===== config.mk =====
export PLATFORM = sky130hd
export DESIGN_NAME = sys_out_rd_flat
export DESIGN_NICKNAME = d
export VERILOG_FILES = /design/src/rtl/lstm_acc_pkg.sv /design/src/rtl/sys_out_rd_if.sv /design/src/rtl/sys_out_skid.sv /design/src/rtl/sys_out_rd.sv /design/src/flat_wrapper.sv
export SDC_FILE = /design/constraint.sdc
export NUM_CORES = 1
export LEC_CHECK = 0
export ABC_AREA = 1
export BUFFER_PORTS_ARGS = -buffer_cell sky130_fd_sc_hd__buf_2
export CAP_MARGIN = 20
export CORE_ASPECT_RATIO = 1.4
export CORE_MARGIN = 4
export CORE_UTILIZATION = 41
export DETAILED_ROUTE_END_ITERATION = 10
export GPL_TIMING_DRIVEN = 0
export PLACE_DENSITY_LB_ADDON = 0.08
export SLEW_MARGIN = 20
export SYNTH_ARGS = -nofsm -noshare
export SYNTH_HDL_FRONTEND = slang
export SYNTH_SLANG_ARGS = --single-unit

===== constraint.sdc =====
create_clock -name sys_clk -period 1.9 [get_ports sys_clk]
set_input_delay 0.095 -clock sys_clk [delete_from_list [all_inputs] [get_ports sys_clk]]
set_output_delay 0.095 -clock sys_clk [all_outputs]
set_load 0.01 [all_outputs]

===== src/rtl/lstm_acc_pkg.sv =====
// rtl/lstm_acc_pkg.sv - shared types and defaults for the sys_out read path
// Drain FSM state encoding, array geometry defaults and address-width helper.
package lstm_acc_pkg;

  typedef enum logic [1:0] {
    ST_IDLE  = 2'd0,
    ST_READ  = 2'd1,
    ST_DRAIN = 2'd2
  } state_e;

  localparam int DEF_M      = 9;
  localparam int DEF_GAMMA  = 3;
  localparam int DEF_DATA_W = 16;

  function automatic int addr_w(input int feature_bits);
    return 2 * feature_bits;
  endfunction

endpackage


===== src/rtl/sys_out_rd_if.sv =====
// rtl/sys_out_rd_if.sv - DPR read port and result stream bundle
// master: the drain engine; slave: the DPR plus downstream consumer.
interface sys_out_rd_if
  import lstm_acc_pkg::*;
#(
  parameter int DATA_W = DEF_DATA_W,
  parameter int AW     = addr_w(4)
);

  logic              rd_en;
  logic [AW-1:0]     rd_addr;
  logic [DATA_W-1:0] rd_data;
  logic [DATA_W-1:0] out_data;
  logic              out_valid;
  logic              out_ready;
  logic              out_row_last;
  logic              out_last;

  modport master (
    output rd_en, rd_addr, out_data, out_valid, out_row_last, out_last,
    input  rd_data, out_ready
  );

  modport slave (
    input  rd_en, rd_addr, out_data, out_valid, out_row_last, out_last,
    output rd_data, out_ready
  );

endinterface


===== src/rtl/sys_out_skid.sv =====
// rtl/sys_out_skid.sv - two-entry FIFO holding a word plus its sideband bits
// Caller guarantees no push when full and no pop when empty.
module sys_out_skid #(
  parameter int W = 18
) (
  input  logic         clk,
  input  logic         rst,
  input  logic         push_i,
  input  logic [W-1:0] push_data_i,
  input  logic         pop_i,
  output logic [W-1:0] head_o,
  output logic         valid_o,
  output logic [1:0]   count_o
);

  logic [W-1:0] mem_q [2];
  logic         wr_ptr_q;
  logic         rd_ptr_q;
  logic [1:0]   count_q;
  logic [1:0]   count_d;

  always_comb begin
    count_d = count_q + 2'(push_i) - 2'(pop_i);
  end

  always_ff @(posedge clk or posedge rst) begin
    if (rst) begin
      mem_q[0] <= '0;
      mem_q[1] <= '0;
      wr_ptr_q <= 1'b0;
      rd_ptr_q <= 1'b0;
      count_q  <= 2'd0;
    end else begin
      if (push_i) begin
        mem_q[wr_ptr_q] <= push_data_i;
        wr_ptr_q        <= ~wr_ptr_q;
      end
      if (pop_i) begin
        rd_ptr_q <= ~rd_ptr_q;
      end
      count_q <= count_d;
    end
  end

  assign head_o  = mem_q[rd_ptr_q];
  assign valid_o = (count_q != 2'd0);
  assign count_o = count_q;

endmodule


===== src/rtl/sys_out_rd.sv =====
// rtl/sys_out_rd.sv - drains the sys_out DPR as a ready/valid word stream
// Reads addresses 0..N-1 in gamma-major order, never more than two words ahead of the consumer.
module sys_out_rd
  import lstm_acc_pkg::*;
#(
  parameter int FEATURE_BITS = 4,
  parameter int DATA_W       = DEF_DATA_W,
  parameter int M            = DEF_M,
  parameter int GAMMA        = DEF_GAMMA
) (
  input  logic        sys_clk,
  input  logic        reset,
  input  logic        start,
  output logic        busy,
  output logic        done,
  sys_out_rd_if.master bus
);

  localparam int AW = addr_w(FEATURE_BITS);
  localparam int N  = M * GAMMA;
  localparam int MW = $clog2(M + 1);
  localparam int GW = $clog2(GAMMA + 1);
  localparam logic [AW-1:0] M_A = AW'(M);

  if ((N - 1) >= (1 << AW)) begin : g_addr_chk
    $error("sys_out_rd: N-1 does not fit in the address width");
  end

  state_e          state_q, state_d;
  logic [MW-1:0]   m_q, m_d;
  logic [GW-1:0]   g_q, g_d;
  logic            infl_q;
  logic            infl_row_last_q;
  logic            infl_last_q;
  logic            done_q;

  logic [AW-1:0]   addr_cur;
  logic            cur_row_last;
  logic            cur_last;
  logic            issue;
  logic            pop;
  logic [DATA_W+1:0] head;
  logic            head_valid;
  logic [1:0]      count;
  logic [2:0]      occ;

  assign addr_cur     = AW'(g_q) * M_A + AW'(m_q);
  assign cur_row_last = (m_q == MW'(M - 1));
  assign cur_last     = cur_row_last && (g_q == GW'(GAMMA - 1));
  assign pop          = head_valid & bus.out_ready;
  // Words buffered plus the one possibly returning from the DPR this cycle.
  assign occ          = {1'b0, count} + {2'b00, infl_q};

  always_comb begin
    state_d = state_q;
    m_d     = m_q;
    g_d     = g_q;
    issue   = 1'b0;
    case (state_q)
      ST_IDLE: begin
        if (start) begin
          state_d = ST_READ;
          m_d     = '0;
          g_d     = '0;
        end
      end
      ST_READ: begin
        issue = (occ < (3'd2 + {2'b00, pop}));
        if (issue) begin
          if (cur_last) begin
            state_d = ST_DRAIN;
          end else if (cur_row_last) begin
            m_d = '0;
            g_d = g_q + GW'(1);
          end else begin
            m_d = m_q + MW'(1);
          end
        end
      end
      ST_DRAIN: begin
        if (pop && head[0]) begin
          state_d = ST_IDLE;
        end
      end
      default: state_d = ST_IDLE;
    endcase
  end

  always_ff @(posedge sys_clk or posedge reset) begin
    if (reset) begin
      state_q         <= ST_IDLE;
      m_q             <= '0;
      g_q             <= '0;
      infl_q          <= 1'b0;
      infl_row_last_q <= 1'b0;
      infl_last_q     <= 1'b0;
      done_q          <= 1'b0;
    end else begin
      state_q         <= state_d;
      m_q             <= m_d;
      g_q             <= g_d;
      infl_q          <= issue;
      infl_row_last_q <= issue & cur_row_last;
      infl_last_q     <= issue & cur_last;
      done_q          <= (state_q == ST_DRAIN) && pop && head[0];
    end
  end

  sys_out_skid #(
    .W (DATA_W + 2)
  ) u_skid (
    .clk         (sys_clk),
    .rst         (reset),
    .push_i      (infl_q),
    .push_data_i ({bus.rd_data, infl_row_last_q, infl_last_q}),
    .pop_i       (pop),
    .head_o      (head),
    .valid_o     (head_valid),
    .count_o     (count)
  );

  assign bus.rd_en        = issue;
  assign bus.rd_addr      = issue ? addr_cur : '0;
  assign bus.out_valid    = head_valid;
  assign bus.out_data     = head_valid ? head[DATA_W+1:2] : '0;
  assign bus.out_row_last = head_valid & head[1];
  assign bus.out_last     = head_valid & head[0];
  assign busy             = (state_q != ST_IDLE);
  assign done             = done_q;

endmodule


===== src/flat_wrapper.sv =====
// flat-port wrapper written by rule: the top's interface ports become plain ports
module sys_out_rd_flat import lstm_acc_pkg::*;
#(
  parameter int FEATURE_BITS = 4,
  parameter int DATA_W       = DEF_DATA_W,
  parameter int M            = DEF_M,
  parameter int GAMMA        = DEF_GAMMA
)
  (sys_clk, reset, start, busy, done, bus_rd_en, bus_rd_addr, bus_out_data, bus_out_valid, bus_out_row_last, bus_out_last, bus_rd_data, bus_out_ready);
  sys_out_rd_if #(.DATA_W(DATA_W)) bus_i ();
  input  logic sys_clk;
  input  logic reset;
  input  logic start;
  output logic busy;
  output logic done;
  output wire logic [$bits(bus_i.rd_en)-1:0] bus_rd_en;
  output wire logic [$bits(bus_i.rd_addr)-1:0] bus_rd_addr;
  output wire logic [$bits(bus_i.out_data)-1:0] bus_out_data;
  output wire logic [$bits(bus_i.out_valid)-1:0] bus_out_valid;
  output wire logic [$bits(bus_i.out_row_last)-1:0] bus_out_row_last;
  output wire logic [$bits(bus_i.out_last)-1:0] bus_out_last;
  input wire logic [$bits(bus_i.rd_data)-1:0] bus_rd_data;
  input wire logic [$bits(bus_i.out_ready)-1:0] bus_out_ready;
  assign bus_rd_en = bus_i.rd_en;
  assign bus_rd_addr = bus_i.rd_addr;
  assign bus_out_data = bus_i.out_data;
  assign bus_out_valid = bus_i.out_valid;
  assign bus_out_row_last = bus_i.out_row_last;
  assign bus_out_last = bus_i.out_last;
  assign bus_i.rd_data = bus_rd_data;
  assign bus_i.out_ready = bus_out_ready;
  sys_out_rd #(.FEATURE_BITS(FEATURE_BITS), .DATA_W(DATA_W), .M(M), .GAMMA(GAMMA)) u_core (.sys_clk(sys_clk), .reset(reset), .start(start), .busy(busy), .done(done), .bus(bus_i));
endmodule

==> results.md <==
- Final setup vio count: 3
- DR vias/cell: 4.74
- Largest net degree at the start of global routing: 53
- TritonCTS buffer count: 5
- Crit path launch type: flop
- Die H: 106 um
- Synth cell types: 35
- Asr flop ratio synth: 100%
- Pwr dens: 1640 nW/um^2
- DP Area: 3160 sq um
- Clock slew at the register clock pins of the worst setup and hold paths: 0.11 ns
- P&R area growth vs syn: 19.3%
- Crit path required time: 1.80 ns
- First-pass GRT wire length: 10600 um
- Synth cell count leaders: 94 x nand2_1, 52 x dfrtp_1, 41 x inv_1
- Die Area: 8240 sq um
- Peak supply drop: 0.639 mV
- Clock latency on the worst-skew pair: 0.31 ns
- N_diodes: 0
- Slew Viols, Final: 0
- DR pass1 iterations: 4
- Setup CP Type: reg -> out
- Final instance area: 3340 sq um
- Final Cycle Share: 106%
- Failing checks: setup timing
- Seq/Total Area, Yosys: 46.4%
- Final Hold Slack: 0.0316 ns
- Final core utilization: 50.6%
- Number of global-route vias before repair: 2355
- Status: finished with violations
- Max_cap viols: 0
- Cells after synthesis: 328
- H-tree depth: 2
- RSZ-0062 raised after global routing: yes
- Cell taking the most area after synthesis: dfrtp_1
- Number of I/O pins: 50
- Fin. Hold Viols: 0
- Total Wirelength: 6080 um
- Worst slew pin tran: 0.650 ns
- Yosys reg bits: 52
- GRT overflow: 0
- TritonCTS Sinks: 52
- Buffers on Ports: 47
- Std cell rows: 35
- Ys flop type: dfrtp_1
- DRC Markers: 0
- Ys Warns: 0
- Initial antenna violation count: 0
- Max_slew headroom: 56.7%
- Synth top area cells: dfrtp_1 46%, nand2_1 13%, ha_1 5.8%, o21ai_2 5.6%, inv_1 5.5%
- GPL Wtd Cong: 0.781
- Max Fclk: 496 MHz
- Netlist Area Pre-Place: 2800 sq um
- Worst Hold Class: in -> reg
- CTS tree: yes
- Detail Route Antenna Nets: 0
- Root Buffer Master: clkbuf_8
- DP Wirelength: 4250 um
- Maximum net fanout on the critical path: 2
- Syn Area/Cell: 8.54 sq um
- Initial Util: 42.4%
- Max Root-Sink Buffers: 2
- Layout cells sized above 1: 29.9%
- Core area: 6610 sq um
- Layout Skew: 0.0141 ns
- Post-synth top area share: 46.4%
- Nets: 421
- Crit end category: output pin
- DR WL/cell: 12.7 um
- Leakage: 1.76 nW
- GRT Util Overall: 16.0%
- Starting DRT DRC Count: 115
- EDFF count, synth: 0
- Via Count: 2277
- Crit path DAT: 1.92 ns
- Final Worst Setup Slack: -0.118 ns
- Top-count cell post-synth: nand2_1
- Die Wd: 77.9 um
- Fin crit period: 2.02 ns
## area by class of cell
| type | instances | area (sq um) |
|---|---|---|
| Fill cell | 698 | 3270 |
| Sequential cell | 52 | 1300 |
| Multi-Input combinational cell | 216 | 1270 |
| Timing Repair Buffer | 51 | 270 |
| Inverter | 48 | 183 |
| Tap cell | 92 | 115 |
| Buffer | 13 | 87.6 |
| Clock buffer | 5 | 68.8 |
| Clock inverter | 3 | 42.5 |
## critical path, cell delays in order (launching register included)
cell     delay (ns)
dfrtp_1        0.43
ha_4           0.27
ha_4           0.16
fa_2           0.52
inv_1          0.04
nor2_1         0.07
buf_2          0.13
## worst paths after layout
check / from / end / slack (ns) / cells after the start
worst min-delay path: bus_rd_data[1] / u_core.u_skid.mem_q[21] / 0.03 / 3
worst max register to register: u_core.u_skid.count_o[0] / u_core.u_skid.count_o[1] / 0.31 / 8
worst min register to register: u_core.u_skid.mem_q[29] / u_core.u_skid.mem_q[29] / 0.49 / 2
max in group asynchronous: reset / u_core.g_q[0] / 1.01 / 3
worst max-delay path: u_core.m_q[1] / bus_rd_addr[2] / -0.12 / 6
min in group asynchronous: reset / u_core.u_skid.count_o[1] / 0.43 / 3
## placed cells by master, fill, tap and decap left out, types with 2 or more instances in the layout
cell / n
nand2_4: 4
nor2_2: 3
o21ai_1: 5
buf_2: 51
o21ai_2: 18
dfrtp_1: 50
nand2_2: 3
nand4_1: 5
clkbuf_8: 5
inv_2: 6
dfrtp_2: 2
xnor2_1: 2
ha_4: 2
nand3_4: 2
xor2_1: 2
buf_4: 4
dlygate4sd3_1: 2
clkbuf_1: 3
buf_6: 3
conb_1: 2
inv_1: 40
o21ai_0: 18
nand2_1: 93
nand3_1: 3
nor2_1: 13
a21oi_1: 19
ha_1: 10
## sequential cells by signal, indices dropped and copies added, names as in the netlist, 2 cells and up
name / flops
u_core.state_q: 2
u_core.u_skid.count_o: 2
u_core.m_q: 4
u_core.g_q: 2
u_core.u_skid.mem_q: 36
## stage by stage
step           setup slack, ns  total power [mW]  cells  setup TNS, ns
6_report                -0.118              5.49    480         -0.272
5_1_grt                 -0.218              6.05    480         -0.619
4_1_cts                 -0.182              5.55    480         -0.482
3_5_place_dp        -0.0000805              4.73    468     -0.0000805
3_3_place_gp            -0.200              4.67    468         -10.21
2_1_floorplan            0.182              3.86    329              0
## metal layers
metal	wire [um]	share of wire, %	track usage, %	vias up
met5	0	0	0	-
met4	119	2.0	5.73	0
met3	302	5.0	3.25	9
met2	3230	53	29.4	53
met1	2430	40	18.0	1069
li1	-	-	-	1146
## report_power, final
part,internal (mW),switching (mW)
Clock,0.390,0.373
Combinational,1.12,1.74
Sequential,1.56,0.306
## repair_timing
item	CTS	global route
hold buffers	2	0
pin swaps	4	1
endpoints found under the hold margin	53	0
buffers inserted	2	0
resized for setup	3	6
setup endpoints to repair	4	5
## logic make-up (layout without fill, tap and decap cells)
kind of cell    count (synthesis)  in the layout  share of synthesized area (%)
compound gates                 64             64                           14.4
other cells                     1              2                          0.134
flops                          52             52                           46.4
xor+xnor                        4              4                           1.25
buf+inv                        61            120                           9.46
simple gates                  132            132                           21.8
fa+ha+maj                      14             14                           6.52
Power figures use the tool's default switching activity.
